$ cat config.mk
export PLATFORM = sky130hd
export DESIGN_NAME = coffee_machine_controller
export DESIGN_NICKNAME = d
export VERILOG_FILES = /design/src/rtl/coffee_machine_controller_pkg.sv /design/src/rtl/coffee_machine_controller_phase_timer.sv /design/src/rtl/coffee_machine_controller.sv
export SDC_FILE = /design/constraint.sdc
export NUM_CORES = 1
export LEC_CHECK = 0
export CELL_PAD_IN_SITES_DETAIL_PLACEMENT = 1
export CELL_PAD_IN_SITES_GLOBAL_PLACEMENT = 2
export CORE_ASPECT_RATIO = 0.7
export CORE_UTILIZATION = 36
export CTS_BUF_LIST = sky130_fd_sc_hd__clkbuf_2
export DETAILED_ROUTE_END_ITERATION = 12
export DONT_BUFFER_PORTS = 1
export HOLD_SLACK_MARGIN = 0.05
export PLACE_DENSITY_LB_ADDON = 0.1
export SYNTH_ARGS = -nofsm -noshare
export SYNTH_HDL_FRONTEND = slang
export SYNTH_SLANG_ARGS = --single-unit
$ cat constraint.sdc
create_clock -name clk -period 3 [get_ports clk]
set_clock_uncertainty 0.15 [all_clocks]
set_input_delay 0.6 -clock clk [delete_from_list [all_inputs] [get_ports clk]]
set_output_delay 0.6 -clock clk [all_outputs]
set_load 0.005 [all_outputs]
$ cat src/rtl/coffee_machine_controller_pkg.sv
// Shared definitions for the coffee machine controller.
// Holds the phase/state encoding (also the sel display code), drink codes,
// the price table, coin values and the credit cap.
package coffee_machine_controller_pkg;

  typedef enum logic [2:0] {
    ST_IDLE    = 3'b000,
    ST_SELECT  = 3'b001,
    ST_PAY     = 3'b010,
    ST_PUMP    = 3'b011,
    ST_HEAT    = 3'b100,
    ST_DELIVER = 3'b101,
    ST_ERROR   = 3'b110,
    ST_CHANGE  = 3'b111
  } state_t;

  typedef enum logic [1:0] {
    DRK_ESPRESSO   = 2'b00,
    DRK_LEITE      = 2'b01,
    DRK_CAMOMILA   = 2'b10,
    DRK_CAPPUCCINO = 2'b11
  } drink_t;

  localparam logic [4:0] PRICE_ESPRESSO   = 5'd4;
  localparam logic [4:0] PRICE_LEITE      = 5'd5;
  localparam logic [4:0] PRICE_CAMOMILA   = 5'd6;
  localparam logic [4:0] PRICE_CAPPUCCINO = 5'd7;

  localparam logic [4:0] COIN2_VAL  = 5'd2;
  localparam logic [4:0] COIN5_VAL  = 5'd5;
  localparam logic [4:0] CREDIT_CAP = 5'd10;

  function automatic logic [4:0] drink_price(input drink_t d);
    case (d)
      DRK_ESPRESSO:   drink_price = PRICE_ESPRESSO;
      DRK_LEITE:      drink_price = PRICE_LEITE;
      DRK_CAMOMILA:   drink_price = PRICE_CAMOMILA;
      default:        drink_price = PRICE_CAPPUCCINO;
    endcase
  endfunction

endpackage

$ cat src/rtl/coffee_machine_controller_phase_timer.sv
// Phase timer: down-counter loaded on phase entry.
// Ports: clk, rst_n (async active-low), load (strobe), load_val (phase
// length in cycles), done (high during the last cycle of the phase, i.e.
// while the count equals 1).
module phase_timer #(
  parameter int TW = 16
) (
  input  logic          clk,
  input  logic          rst_n,
  input  logic          load,
  input  logic [TW-1:0] load_val,
  output logic          done
);

  logic [TW-1:0] cnt;

  always_ff @(posedge clk or negedge rst_n) begin
    if (!rst_n) begin
      cnt <= '0;
    end else if (load) begin
      cnt <= load_val;
    end else if (cnt != '0) begin
      cnt <= cnt - TW'(1);
    end
  end

  assign done = (cnt == TW'(1));

endmodule

$ cat src/rtl/coffee_machine_controller.sv
// Coffee machine controller: drink selection, coin credit handling,
// timed dispense phases (pump, heat, deliver) and change return.
// Ports: clk, rst_n (async active-low); button pulses start/next/confirm/
// cancel; coin pulses coin2/coin5; note_bad; sensor[2:0] (water, capsule,
// cup missing). Outputs: sel (phase code = state register), bebida, soma
// (credit or change), valoramais, cedulaINV, and the actuator enables.
module coffee_machine_controller
  import coffee_machine_controller_pkg::*;
#(
  parameter int T_PUMP    = 50,
  parameter int T_HEAT    = 80,
  parameter int T_DELIVER = 30,
  parameter int T_CHANGE  = 20
) (
  input  logic       clk,
  input  logic       rst_n,
  input  logic       start,
  input  logic       next,
  input  logic       confirm,
  input  logic       cancel,
  input  logic       coin2,
  input  logic       coin5,
  input  logic       note_bad,
  input  logic [2:0] sensor,
  output logic [2:0] sel,
  output logic [1:0] bebida,
  output logic [4:0] soma,
  output logic       valoramais,
  output logic       cedulaINV,
  output logic       pump_en,
  output logic       heat_en,
  output logic       deliver_en,
  output logic       change_en
);

  state_t      state_q, state_nxt;
  drink_t      drink_q, drink_nxt;
  logic [4:0]  soma_q, soma_nxt;
  logic        vmais_q, vmais_nxt;
  logic        cinv_q, cinv_nxt;
  logic [5:0]  coin_v, coin_sum;
  logic [4:0]  price;
  logic        tmr_load, tmr_done;
  logic [15:0] tmr_val;

  phase_timer #(.TW(16)) u_timer (
    .clk      (clk),
    .rst_n    (rst_n),
    .load     (tmr_load),
    .load_val (tmr_val),
    .done     (tmr_done)
  );

  always_ff @(posedge clk or negedge rst_n) begin
    if (!rst_n) begin
      state_q <= ST_IDLE;
      drink_q <= DRK_ESPRESSO;
      soma_q  <= '0;
      vmais_q <= 1'b0;
      cinv_q  <= 1'b0;
    end else begin
      state_q <= state_nxt;
      drink_q <= drink_nxt;
      soma_q  <= soma_nxt;
      vmais_q <= vmais_nxt;
      cinv_q  <= cinv_nxt;
    end
  end

  always_comb begin
    state_nxt = state_q;
    drink_nxt = drink_q;
    soma_nxt  = soma_q;
    vmais_nxt = vmais_q;
    cinv_nxt  = cinv_q;
    tmr_load  = 1'b0;
    tmr_val   = '0;
    coin_v    = (coin2 ? {1'b0, COIN2_VAL} : 6'd0) + (coin5 ? {1'b0, COIN5_VAL} : 6'd0);
    coin_sum  = {1'b0, soma_q} + coin_v;
    price     = drink_price(drink_q);

    case (state_q)
      ST_IDLE: begin
        if (start) begin
          state_nxt = ST_SELECT;
          drink_nxt = DRK_ESPRESSO;
        end
      end
      ST_SELECT: begin
        if (cancel)       state_nxt = ST_IDLE;
        else if (confirm) state_nxt = ST_PAY;
        else if (next)    drink_nxt = drink_t'(drink_q + 2'd1);
      end
      ST_PAY: begin
        // Cancel beats coins/confirm; a successful confirm ignores a
        // same-cycle coin so credit is never both added and charged.
        if (cancel) begin
          state_nxt = (soma_q == '0) ? ST_IDLE : ST_CHANGE;
        end else if (confirm && (soma_q >= price)) begin
          if (sensor != 3'b000) begin
            state_nxt = ST_ERROR;
          end else begin
            state_nxt = ST_PUMP;
            soma_nxt  = soma_q - price;
          end
        end else begin
          if (coin_v != 6'd0) begin
            if (coin_sum <= {1'b0, CREDIT_CAP}) begin
              soma_nxt  = coin_sum[4:0];
              vmais_nxt = 1'b0;
              cinv_nxt  = 1'b0;
            end else begin
              vmais_nxt = 1'b1;
            end
          end
          if (note_bad) cinv_nxt = 1'b1;
        end
        // Both warning flags only live inside PAY.
        if (state_nxt != ST_PAY) begin
          vmais_nxt = 1'b0;
          cinv_nxt  = 1'b0;
        end
      end
      ST_ERROR: begin
        if (cancel) begin
          state_nxt = ST_CHANGE;
        end else if (sensor == 3'b000) begin
          state_nxt = ST_PUMP;
          soma_nxt  = soma_q - price;
        end
      end
      ST_PUMP:    if (tmr_done) state_nxt = ST_HEAT;
      ST_HEAT:    if (tmr_done) state_nxt = ST_DELIVER;
      ST_DELIVER: if (tmr_done) state_nxt = (soma_q != '0) ? ST_CHANGE : ST_IDLE;
      ST_CHANGE: begin
        if (tmr_done) begin
          state_nxt = ST_IDLE;
          soma_nxt  = '0;
        end
      end
      default: state_nxt = ST_IDLE;
    endcase

    // Load the timer on entry into any timed phase.
    if (state_nxt != state_q) begin
      case (state_nxt)
        ST_PUMP:    begin tmr_load = 1'b1; tmr_val = 16'(T_PUMP);    end
        ST_HEAT:    begin tmr_load = 1'b1; tmr_val = 16'(T_HEAT);    end
        ST_DELIVER: begin tmr_load = 1'b1; tmr_val = 16'(T_DELIVER); end
        ST_CHANGE:  begin tmr_load = 1'b1; tmr_val = 16'(T_CHANGE);  end
        default:    begin tmr_load = 1'b0; tmr_val = '0;             end
      endcase
    end
  end

  assign sel        = state_q;
  assign bebida     = drink_q;
  assign soma       = soma_q;
  assign valoramais = vmais_q;
  assign cedulaINV  = cinv_q;
  assign pump_en    = (state_q == ST_PUMP);
  assign heat_en    = (state_q == ST_HEAT);
  assign deliver_en = (state_q == ST_DELIVER);
  assign change_en  = (state_q == ST_CHANGE);

endmodule
## Yosys cells after proc, flatten, opt, wreduce, memory -nomap -nowiden

Cells that the tools add are included.

| storage, ports and cells | value |
|---|---|
| bits in registers | 28 |
| input bits | 12 |
| logic and storage cells | 112 |

| operators by class | value |
|---|---|
| add/sub/neg operators | 5 |
| $lt $le $gt $ge | 2 |
| equal/unequal tests | 29 |
| muxes and demuxes | 50 |
| reduce and logical (&&, ||, !) cells | 20 |

Operators with widths:

| cell | count |
|---|---|
| $mux W3 | 16 |
| $mux W5 | 8 |
| $mux W16 | 2 |
| $pmux W7 S4 | 1 |
| $pmux W3 S8 | 1 |
| $eq A3 B3 Y1 const B | 7 |
| $eq A16 B1 Y1 const B | 1 |
| $reduce_bool A16 Y1 | 1 |
| $sub A16 B1 Y16 const B | 1 |
| $pmux W5 S3 | 1 |
| $ne A2 B2 Y1 const B | 7 |
| $mux W1 | 13 |
| $reduce_bool A3 Y1 | 4 |
| $mux W2 | 5 |
| $reduce_and A5 Y1 | 2 |
| $eq A3 B2 Y1 const B | 3 |
| $ne A3 B3 Y1 const B | 3 |
| $reduce_and A8 Y1 | 1 |
| $mux W7 | 1 |
| $add A5 B4 Y6 | 1 |
| $le A6 B4 Y1 const B | 1 |
| $logic_not A3 Y1 | 2 |
| $ne A2 B1 Y1 const B | 3 |
| $pmux W2 S3 | 1 |
| other kinds (18) | 20 |

## Longest topological paths before layout

Gate-level depths: netlist (run 1).

| logic depth | value |
|---|---|
| word-level depth | 13 |
| gate-level depth with buffers | 12 |
| gate-level depth less buffers | 11 |

## By module

Synthesis (run 1) repeated with hierarchy kept, for this count alone.

| unflattened totals | value |
|---|---|
| cell total of the unflattened synthesis | 302 |
| area, all modules | 2,590.0 µm² |

By module, submodules not included:

| module | times used | cells an instance | area each (µm²) | sequential area each (µm²) |
|---|---|---|---|---|
| coffee_machine_controller | 1 | 194 | 1,526.5 | 300.3 |
| phase_timer | 1 | 108 | 1,063.5 | 400.4 |

## Least setup slack after synthesis (run 1)

No wires, ideal clock.

| timing | value |
|---|---|
| path kind | flip-flop to flip-flop |
| start | register drink_q[0] (netlist: bebida[0]) |
| end | register u_timer.cnt[7] |
| setup time | 0.073 ns |
| arrival | 2.719 ns |
| data required time | 2.777 ns |
| slack | 0.058 ns |
| cell stages (with the launch flop) | 11 |
| path buffers | 1 |
| period minus slack after synthesis | 2.942 ns |
| cell sequence | dfrtp_1 -> ha_1 -> or2_2 -> ha_1 -> a311oi_1 -> a2111oi_0 -> a311o_1 -> o21a_2 -> a22o_1 -> buf_6 -> a21oi_2 |

| between the ends | value |
|---|---|
| cells in the longest elaborated chain, start to end | 13 |
| elaborated cells on any way between the ends | 20 |
| classes of those cells | order compare: 1; eq/ne: 7; mux: 8; reduce/logical: 4 |

RTL lines:

| element | line | source |
|---|---|---|
| start, declared | coffee_machine_controller.sv:37 | `drink_t drink_q, drink_nxt;` |
| start signal, assigned | coffee_machine_controller.sv:63 | `drink_q <= drink_nxt;` |
| $eq A2 B2 Y1 (tied with other cells) | coffee_machine_controller_pkg.sv:34 | `case (d)` |
| $pmux W2 S3 (*) | coffee_machine_controller_pkg.sv:34 |  |
| $ge A5 B5 Y1 (*) | coffee_machine_controller.sv:99 | `end else if (confirm && (soma_q >= price)) begin` |
| $logic_and A1 B1 Y1 (*) | coffee_machine_controller.sv:99 |  |
| $mux W3 (*) | coffee_machine_controller.sv:99 |  |
| $mux W3 (*) | coffee_machine_controller.sv:97 | `if (cancel) begin` |
| $mux W3 (*) | coffee_machine_controller.sv:82 | `case (state_q)` |
| $pmux W3 S8 (*) | coffee_machine_controller.sv:82 |  |
| $eq A3 B3 Y1 or $eq A3 B2 Y1 (tied branches) | coffee_machine_controller.sv:146 | `case (state_nxt)` |
| $reduce_or A4 Y1 (no source line) | -- |  |
| $mux W1 | coffee_machine_controller.sv:146 |  |
| $mux W1 (*) | coffee_machine_controller.sv:145 | `if (state_nxt != state_q) begin` |
| $mux W16 or $reduce_bool A2 Y1 (tied branches) | -- |  |
| end signal, assigned | coffee_machine_controller_phase_timer.sv:21 | `cnt <= load_val;` |
| end signal, assigned | coffee_machine_controller_phase_timer.sv:23 | `cnt <= cnt - TW'(1);` |
| end, declared | coffee_machine_controller_phase_timer.sv:15 | `logic [TW-1:0] cnt;` |

Every way passes the cells marked *; elsewhere a longest branch is shown, timed or not. The select of a mux whose other input is x is not followed.
A chain may end at the register's enable or synchronous reset.

## Worst setup path in the final report (run 1)

| timing | value |
|---|---|
| start | register u_timer.cnt[6] |
| end | register u_timer.cnt[7] |

| between the ends | value |
|---|---|
| cells in the longest elaborated chain, start to end | 8 |
| elaborated cells on any way between the ends | 19 |
| classes of those cells | add/sub: 1; eq/ne: 6; mux: 9; reduce/logical: 3 |

RTL lines:

| element | line | source |
|---|---|---|
| $eq A16 B1 Y1 | coffee_machine_controller_phase_timer.sv:27 | `assign done = (cnt == TW'(1));` |
| $mux W3, on equally long branches | -- |  |
| $pmux W3 S8 | coffee_machine_controller.sv:82 |  |
| $eq A3 B3 Y1 or $eq A3 B2 Y1 (tied branches) | coffee_machine_controller.sv:146 |  |
| $reduce_or A4 Y1 (no source line) | -- |  |
| $mux W1 | coffee_machine_controller.sv:146 |  |
| $mux W1 | coffee_machine_controller.sv:145 |  |
| $mux W16 or $reduce_bool A2 Y1 (tied branches) | -- |  |

Parallel ways exist; a longest one is shown, timed or not. The select of a mux whose other input is x is not followed.

==> results of run 1 <==
## cell usage in the layout (no fill, tap or decap), types with 6 or more instances in the layout
master / n
a21oi_1: 11
buf_4: 61
dfrtp_1: 27
inv_1: 14
nand2_1: 21
nand3_1: 8
nor2_1: 23
nor2_2: 6
nor2b_1: 6
nor3_1: 8
nor4_1: 7
o21ai_0: 11
xnor2_1: 10
## synth_stat cells (7+ instances only)
library cell	count	area share (%)
a21oi_1	12	2.6
dfrtp_1	28	30
ha_1	10	5.3
inv_1	16	2.6
nand2_1	23	3.7
nand3_1	10	2.1
nor2_1	25	4.0
nor2_2	9	2.4
nor2b_1	7	1.9
nor3_1	8	1.7
nor4_1	7	1.9
o21ai_0	17	3.6
xnor2_1	10	3.7
## critical path: stages (launching register included)
cell	delay (ns)
dfrtp_1	0.45
or4_4	0.56
nor4_4	0.34
mux2_4	0.36
a311o_1	0.30
o21a_2	0.24
a22o_4	0.30
buf_12	0.15
a21oi_2	0.09
## final timing paths
kind | start | end | slack (ns)
max | u_timer.cnt[6] | u_timer.cnt[7] | -0.01
min | note_bad | cedulaINV | 0.19
max reg2reg | u_timer.cnt[6] | u_timer.cnt[7] | -0.01
min reg2reg | valoramais | valoramais | 0.41
max in group asynchronous | rst_n | u_timer.cnt[7] | 2.05
min in group asynchronous | rst_n | u_timer.cnt[5] | 0.46
## sequential cells by signal (all words and copies together) (netlist names)
| register | cells |
|---|---|
| soma | 5 |
| u_timer.cnt | 16 |
| valoramais | 1 |
| bebida | 2 |
| sel | 3 |
| cedulaINV | 1 |
## layout make-up
type / instances / area [um^2]
Timing Repair Buffer: 70 / 592
Multi-Input combinational cell: 224 / 1800
Fill cell: 748 / 3010
Sequential cell: 28 / 702
Inverter: 16 / 60.1
Tap cell: 78 / 97.6
Clock buffer: 3 / 15.0
Clock inverter: 1 / 3.75
## per-stage QoR
| step | worst slack [ns] | TNS [ns] |
|---|---|---|
| floorplan | 0.0584 | 0 |
| global placement | -0.417 | -4.86 |
| detailed placement | -0.497 | -5.92 |
| CTS | -0.103 | -1.03 |
| global route | -0.113 | -1.18 |
| finish | -0.0122 | -0.0334 |
## repair_timing
action	4_1_cts	5_1_grt
buffers inserted	8	3
endpoints found under the setup margin	21	22
pin swaps	22	22
hold endpoints to repair	28	0
resized for setup	41	21
hold buffers	2	0
cloned	1	0
## metal layers
| layer | GRT usage, % | wire length, um |
|---|---|---|
| met5 | 0 | 0 |
| met4 | 3.15 | 30 |
| met3 | 4.13 | 366 |
| met2 | 39.6 | 3600 |
| met1 | 37.0 | 4230 |
## cell families (layout without fill, tap and decap cells)
kind of cell / Yosys count / after routing / synth area share (%)
AO/OA/AOI/OAI: 76 / 76 / 23.1
XOR/XNOR: 15 / 15 / 5.58
adder cells (fa/ha/maj): 12 / 12 / 7.02
buffers and inverters: 24 / 90 / 4.47
flip-flops: 28 / 28 / 29.8
multiplexers: 2 / 2 / 0.904
AND/OR/NAND/NOR: 119 / 119 / 29.1
## power groups by stage
stage          registers, uW  logic (uW)  clock network, uW
6_report                 717        3170                159
4_1_cts                  705        2990                170
3_5_place_dp             709        2520                  0
5_1_grt                  739        3450                177
2_1_floorplan            728        1510                  0
3_3_place_gp             700        2460                  0
==> impl_results.md, run 1 <==
* Status: finished, violations left
* Failing checks: negative setup slack
* Final Cell Area at around 3300 um^2
* CTS Buf Count at 3
* Worst Hold Depth at 1
* Post-synthesis sequential area ratio at between 20 and 30%
* Chip width at just under 100 um
* Post-Synthesis Cell Area at ~2400 um^2
* Asr flop ratio synth at 100%
* Final-report hold violation count at 0
* Post-Syn Instances at ~280
* Peak supply drop at between 0.0005 and 0.0006 V
* Root Buffer: clkbuf_2
* Pleak at approximately 0.0014 uW
* Maxcap violations at 0
* Sequential fraction of design power at ~18%
* Switching share of power at 48.8%
* Area Overhead vs Synth at 38.9%
* I/O pin count at 28
* Vias/cell at between 5 and 6
* Seq cells post-synth at 28
* Worst Path Max Fanout at 5
* Crit start category: register
* PwrDens at approximately 1200 nW/um^2
* Worst-path clk slew at approximately 0.31 ns
* Share of layout cells above drive strength 1 at between 30% and 40%
* Via count at approximately 2400
* Clock Latency Late Sink at between 0.4 and 0.5 ns
* ANT nets after route at 0
* Top_reg_cell synth: dfrtp_1
* Mapped Avg Cell Area at about 8.5 um^2
* Row count at 24
* Ant diodes at 0
* Largest net degree at the start of global routing at 29
* Inst Count DP at around 400
* YS warnings at 0
* Fin nets at ~370
* Highest Clock Rate at roughly 330 MHz
* Measured slew at the worst slew-check pin at 0.767 ns
* Final worst setup slack at -0.0122 ns
* Comb pwr share at between 70% and 80%
* Die H at ~70 um
* Fin crit period at ~3.0 ns
* H-tree depth at 1
* WL/cell at around 20 um
* CTS tree: done
* RSZ-0062 raised after global routing: true
* Post-Route WL at just over 8000 um
* Full die area at slightly below 7000 um^2
* Total Routing Usage GR at 25.1%
* Number of remaining DRC errors at 0
* CP required at 3.20 ns
* Total power at between 4000 and 5000 uW
* Initial antenna violation count at 0
* Vias in the first global route at about 2600
* Max Root-Sink Buffers at 2
* HP Class: in -> reg
* Initial detailed-routing violation count at 67
* Hold slack at 0.192 ns
* Global-route wire length before repair at between 10000 and 15000 um
* Core footprint at between 6000 and 7000 um^2
* DP Wirelength at 5970 um
* Setup crit end kind: register
* Rel. slew slack at 48.2%
* Fin crit share at 100%
* Worst setup path class: reg -> reg
* Buffers added on ports at 0
* Final global-route overflow total at 0
* DR pass1 iterations at 4
* Clock power share at under 10%
* Synth cell types at 62
* Gpl congestion at a little over 0.8
* CP Data Arrival Time at around 3.2 ns
* Post-Route Utilization at between 50% and 60%
* Syn_nets at 300
* Endpoints failing setup at 4
* Sink Count at 28
* FF-to-FF path depth at 8
* Initial Util at a little under two fifths
* Final Max Tran Viols at 0
* Psw at 1970 uW
* Placed cell area at roughly 2800 um^2
* Final std cells w/o fill at 420
* EDFF count, synth at 0
* Internal power at about 2100 uW
Power figures use the tool's default switching activity.
==> run 2, diff against run 1 <==
--- a/config.mk
+++ b/config.mk
@@ -5,6 +5,7 @@
 export SDC_FILE = /design/constraint.sdc
 export NUM_CORES = 1
 export LEC_CHECK = 0
+export ABC_CLOCK_PERIOD_IN_PS = 3000
 export CELL_PAD_IN_SITES_DETAIL_PLACEMENT = 1
 export CELL_PAD_IN_SITES_GLOBAL_PLACEMENT = 2
 export CORE_ASPECT_RATIO = 0.7
==> results of run 2 <==
The final DEF is identical to that of run 1; final timing and power are the same.
==> run 3, diff against run 2 <==
--- a/config.mk
+++ b/config.mk
@@ -9,6 +9,7 @@
 export CELL_PAD_IN_SITES_DETAIL_PLACEMENT = 1
 export CELL_PAD_IN_SITES_GLOBAL_PLACEMENT = 2
 export CORE_ASPECT_RATIO = 0.7
+export CORE_MARGIN = 2
 export CORE_UTILIZATION = 36
 export CTS_BUF_LIST = sky130_fd_sc_hd__clkbuf_2
 export DETAILED_ROUTE_END_ITERATION = 12
==> run 3 against run 2 <==
Compared with the run above: via count down 1.6%; highest routed layer unchanged; the run still ends with negative setup slack left; routed wire length down 3.3%; total power down 3.9%; clock-buffer cell count unchanged; hold slack about the same; design area down 2.2%; critical path depth up 1; sequential power up 1%; critical endpoint unchanged; non-clock buffer count down 2; combinational power down 5%; die area up 5.0%.
==> impl_results.md, run 3 (synthesis gave the netlist of run 1 again) <==
* Final global-route overflow total at 0
* Vias/cell at 5.67
* HP Class: in -> reg
* Chip width at about 100 um
* Hold slack at approximately 0.19 ns
* Crit-path cells: or4_4 > nor4_4 > mux2_4 > buf_6 > a311oi_4 > nand3_2 > a22o_4 > buf_12 > a21oi_2
* Peak supply drop at between 0.0005 and 0.0006 V
* GR peak layer: met1
* Via count at between 2000 and 2500
* Post-Route WL at about 8000 um
* Grt met3 use at about 3.8%
* Measured slew at the worst slew-check pin at between 0.5 and 0.6 ns
* Initial Util at between 30% and 40%
* Met2 usage at between 30% and 40%
* Crit-path max cell delay at between 0.5 and 0.6 ns
* Sink Count at 28
* Clock Latency Late Sink at around 0.4 ns
* Top reg by flops: u_timer.cnt
* Root Buffer: clkbuf_2
* Setup crit start: u_timer.cnt[10]
* Share of layout cells above drive strength 1 at roughly two fifths
* H-tree depth at 1
* CP delay by family, top: simple AND/OR/NAND/NOR gates
* Placed cell area at between 2000 and 3000 um^2
* Most common cell after layout, fill and taps aside: buf_4
* Global-route wire length before repair at 12900 um
* ANT nets after route at 0
* Psw at 1920 uW
* GRT met1 Usage at a little over a third
* DP Wirelength at around 6000 um
* CP required at between 3 and 4 ns
* DR pass1 iterations at 4
* Pre-CTS setup slack at -0.396 ns
* Switching share of power at around 49%
* RSZ-0062 raised after global routing: true
* Fin nets at ~370
* Largest register FFs at 16
* Row count at 24
* CTS Buf Count at 3
* Die H at slightly above 70 um
* Buf/Inv on CP at 2
* Clock power share at under 10%
* Status: finished, violations left
* Total power at approximately 3900 uW
* Crit start category: register
* Endpoints failing setup at 13
* Largest net degree at the start of global routing at 29
* Fin crit period at between 3 and 4 ns
* Worst-path clk slew at 0.29 ns
* Final Cell Area at roughly 3200 um^2
* WL/cell at between 15 and 20 um
* Area Overhead vs Synth at 35.9%
* Rel. slew slack at between 60% and 70%
* Core footprint at about 6300 um^2
* Initial antenna violation count at 0
* PwrDens at between 1000 and 1500 nW/um^2
* I/O pin count at 28
* Worst setup path class: reg -> reg
* Fin crit share at 103%
* Comb pwr share at ~77%
* Sequential fraction of design power at between 10% and 20%
* Highest Clock Rate at 324 MHz
* Post-Route Utilization at 50.9%
* Final Max Tran Viols at 0
* Final worst setup slack at -0.0855 ns
* Internal power at between 1500 and 2000 uW
* Hold path start: note_bad
* CP max-delay cell: or4_4
* Buffers added on ports at 0
* Failing checks: negative setup slack
* CTS tree: done
* Commonest cells after routing, fill and taps aside: buf_4, dfrtp_1, nor2_1
* Gpl congestion at between 0.8 and 0.9
* Maxcap violations at 0
* Pleak at around 0.0014 uW
* Worst Path Max Fanout at 9
* Number of remaining DRC errors at 0
* Final-report hold violation count at 0
* Setup crit end kind: register
* Filler cell count at 743
* Initial detailed-routing violation count at approximately 90
* CP Data Arrival Time at roughly 3.3 ns
* Full die area at 7210 um^2
* Vias in the first global route at approximately 2500
* Ant diodes at 0
* Max Root-Sink Buffers at 2
* Total Routing Usage GR at a little under a quarter
* Crit Reg-Reg Startpoint: u_timer.cnt[10]
-- run 3: cell count changes in the layout (fill, tap and decap cells not counted), sizes merged --
cell | before | now
buf | 69 | 67
-- run 3: what timing repair did --
item | CTS | global route
hold buffers | 2 | 0
gates cloned | 0 | 1
buffers inserted | 5 | 4
pin swaps | 7 | 13
endpoints found under the setup margin | 21 | 21
endpoints found under the hold margin | 28 | 0
gates resized for setup | 29 | 25
-- run 3: area by class of cell --
class	instances	area [um^2]	share of cell area, %
Clock buffer	3	15.0	0.470
Multi-Input combinational cell	224	1770	55.3
Sequential cell	28	704	22.0
Tap cell	78	97.6	3.05
Clock inverter	1	3.75	0.117
Inverter	16	60.1	1.88
Timing Repair Buffer	68	547	17.1
-- run 3: power groups by stage --
stage | sequential, uW | clock, uW | combinational, uW
after global placement | 711 | 0 | 2470
after detailed placement | 720 | 0 | 2520
after global routing | 752 | 174 | 3280
final | 726 | 153 | 3010
after floorplan | 728 | 0 | 1510
after CTS | 718 | 167 | 2780
-- run 3: worst paths after layout --
kind | cells past startpoint | to | slack [ns]
max | 9 | u_timer.cnt[7] | -0.09
min | 1 | cedulaINV | 0.19
max reg2reg | 9 | u_timer.cnt[7] | -0.09
min reg2reg | 1 | valoramais | 0.42
max in group asynchronous | 2 | soma[1] | 2.07
min in group asynchronous | 2 | soma[0] | 0.47
-- run 3: worst reg2reg max path: stages, from the launching register on --
cell      delay, ns
dfrtp_1        0.45
or4_4          0.57
nor4_4         0.37
mux2_4         0.35
buf_6          0.12
a311oi_4       0.26
nand3_2        0.21
a22o_4         0.32
buf_12         0.15
a21oi_2        0.10
-- run 3: metrics by stage --
stage,TNS (ns),std cells
floorplan,0,276
global placement,-3.94,402
detailed placement,-5.85,402
CTS,-1.22,413
global route,-1.89,418
finish,-0.758,418
-- run 3: routing by layer --
layer / share of wire, % / up-vias
li1: - / 1135
met1: 52 / 1169
met2: 42 / 59
met3: 4.7 / 6
met4: 1.0 / 0
met5: 0 / -
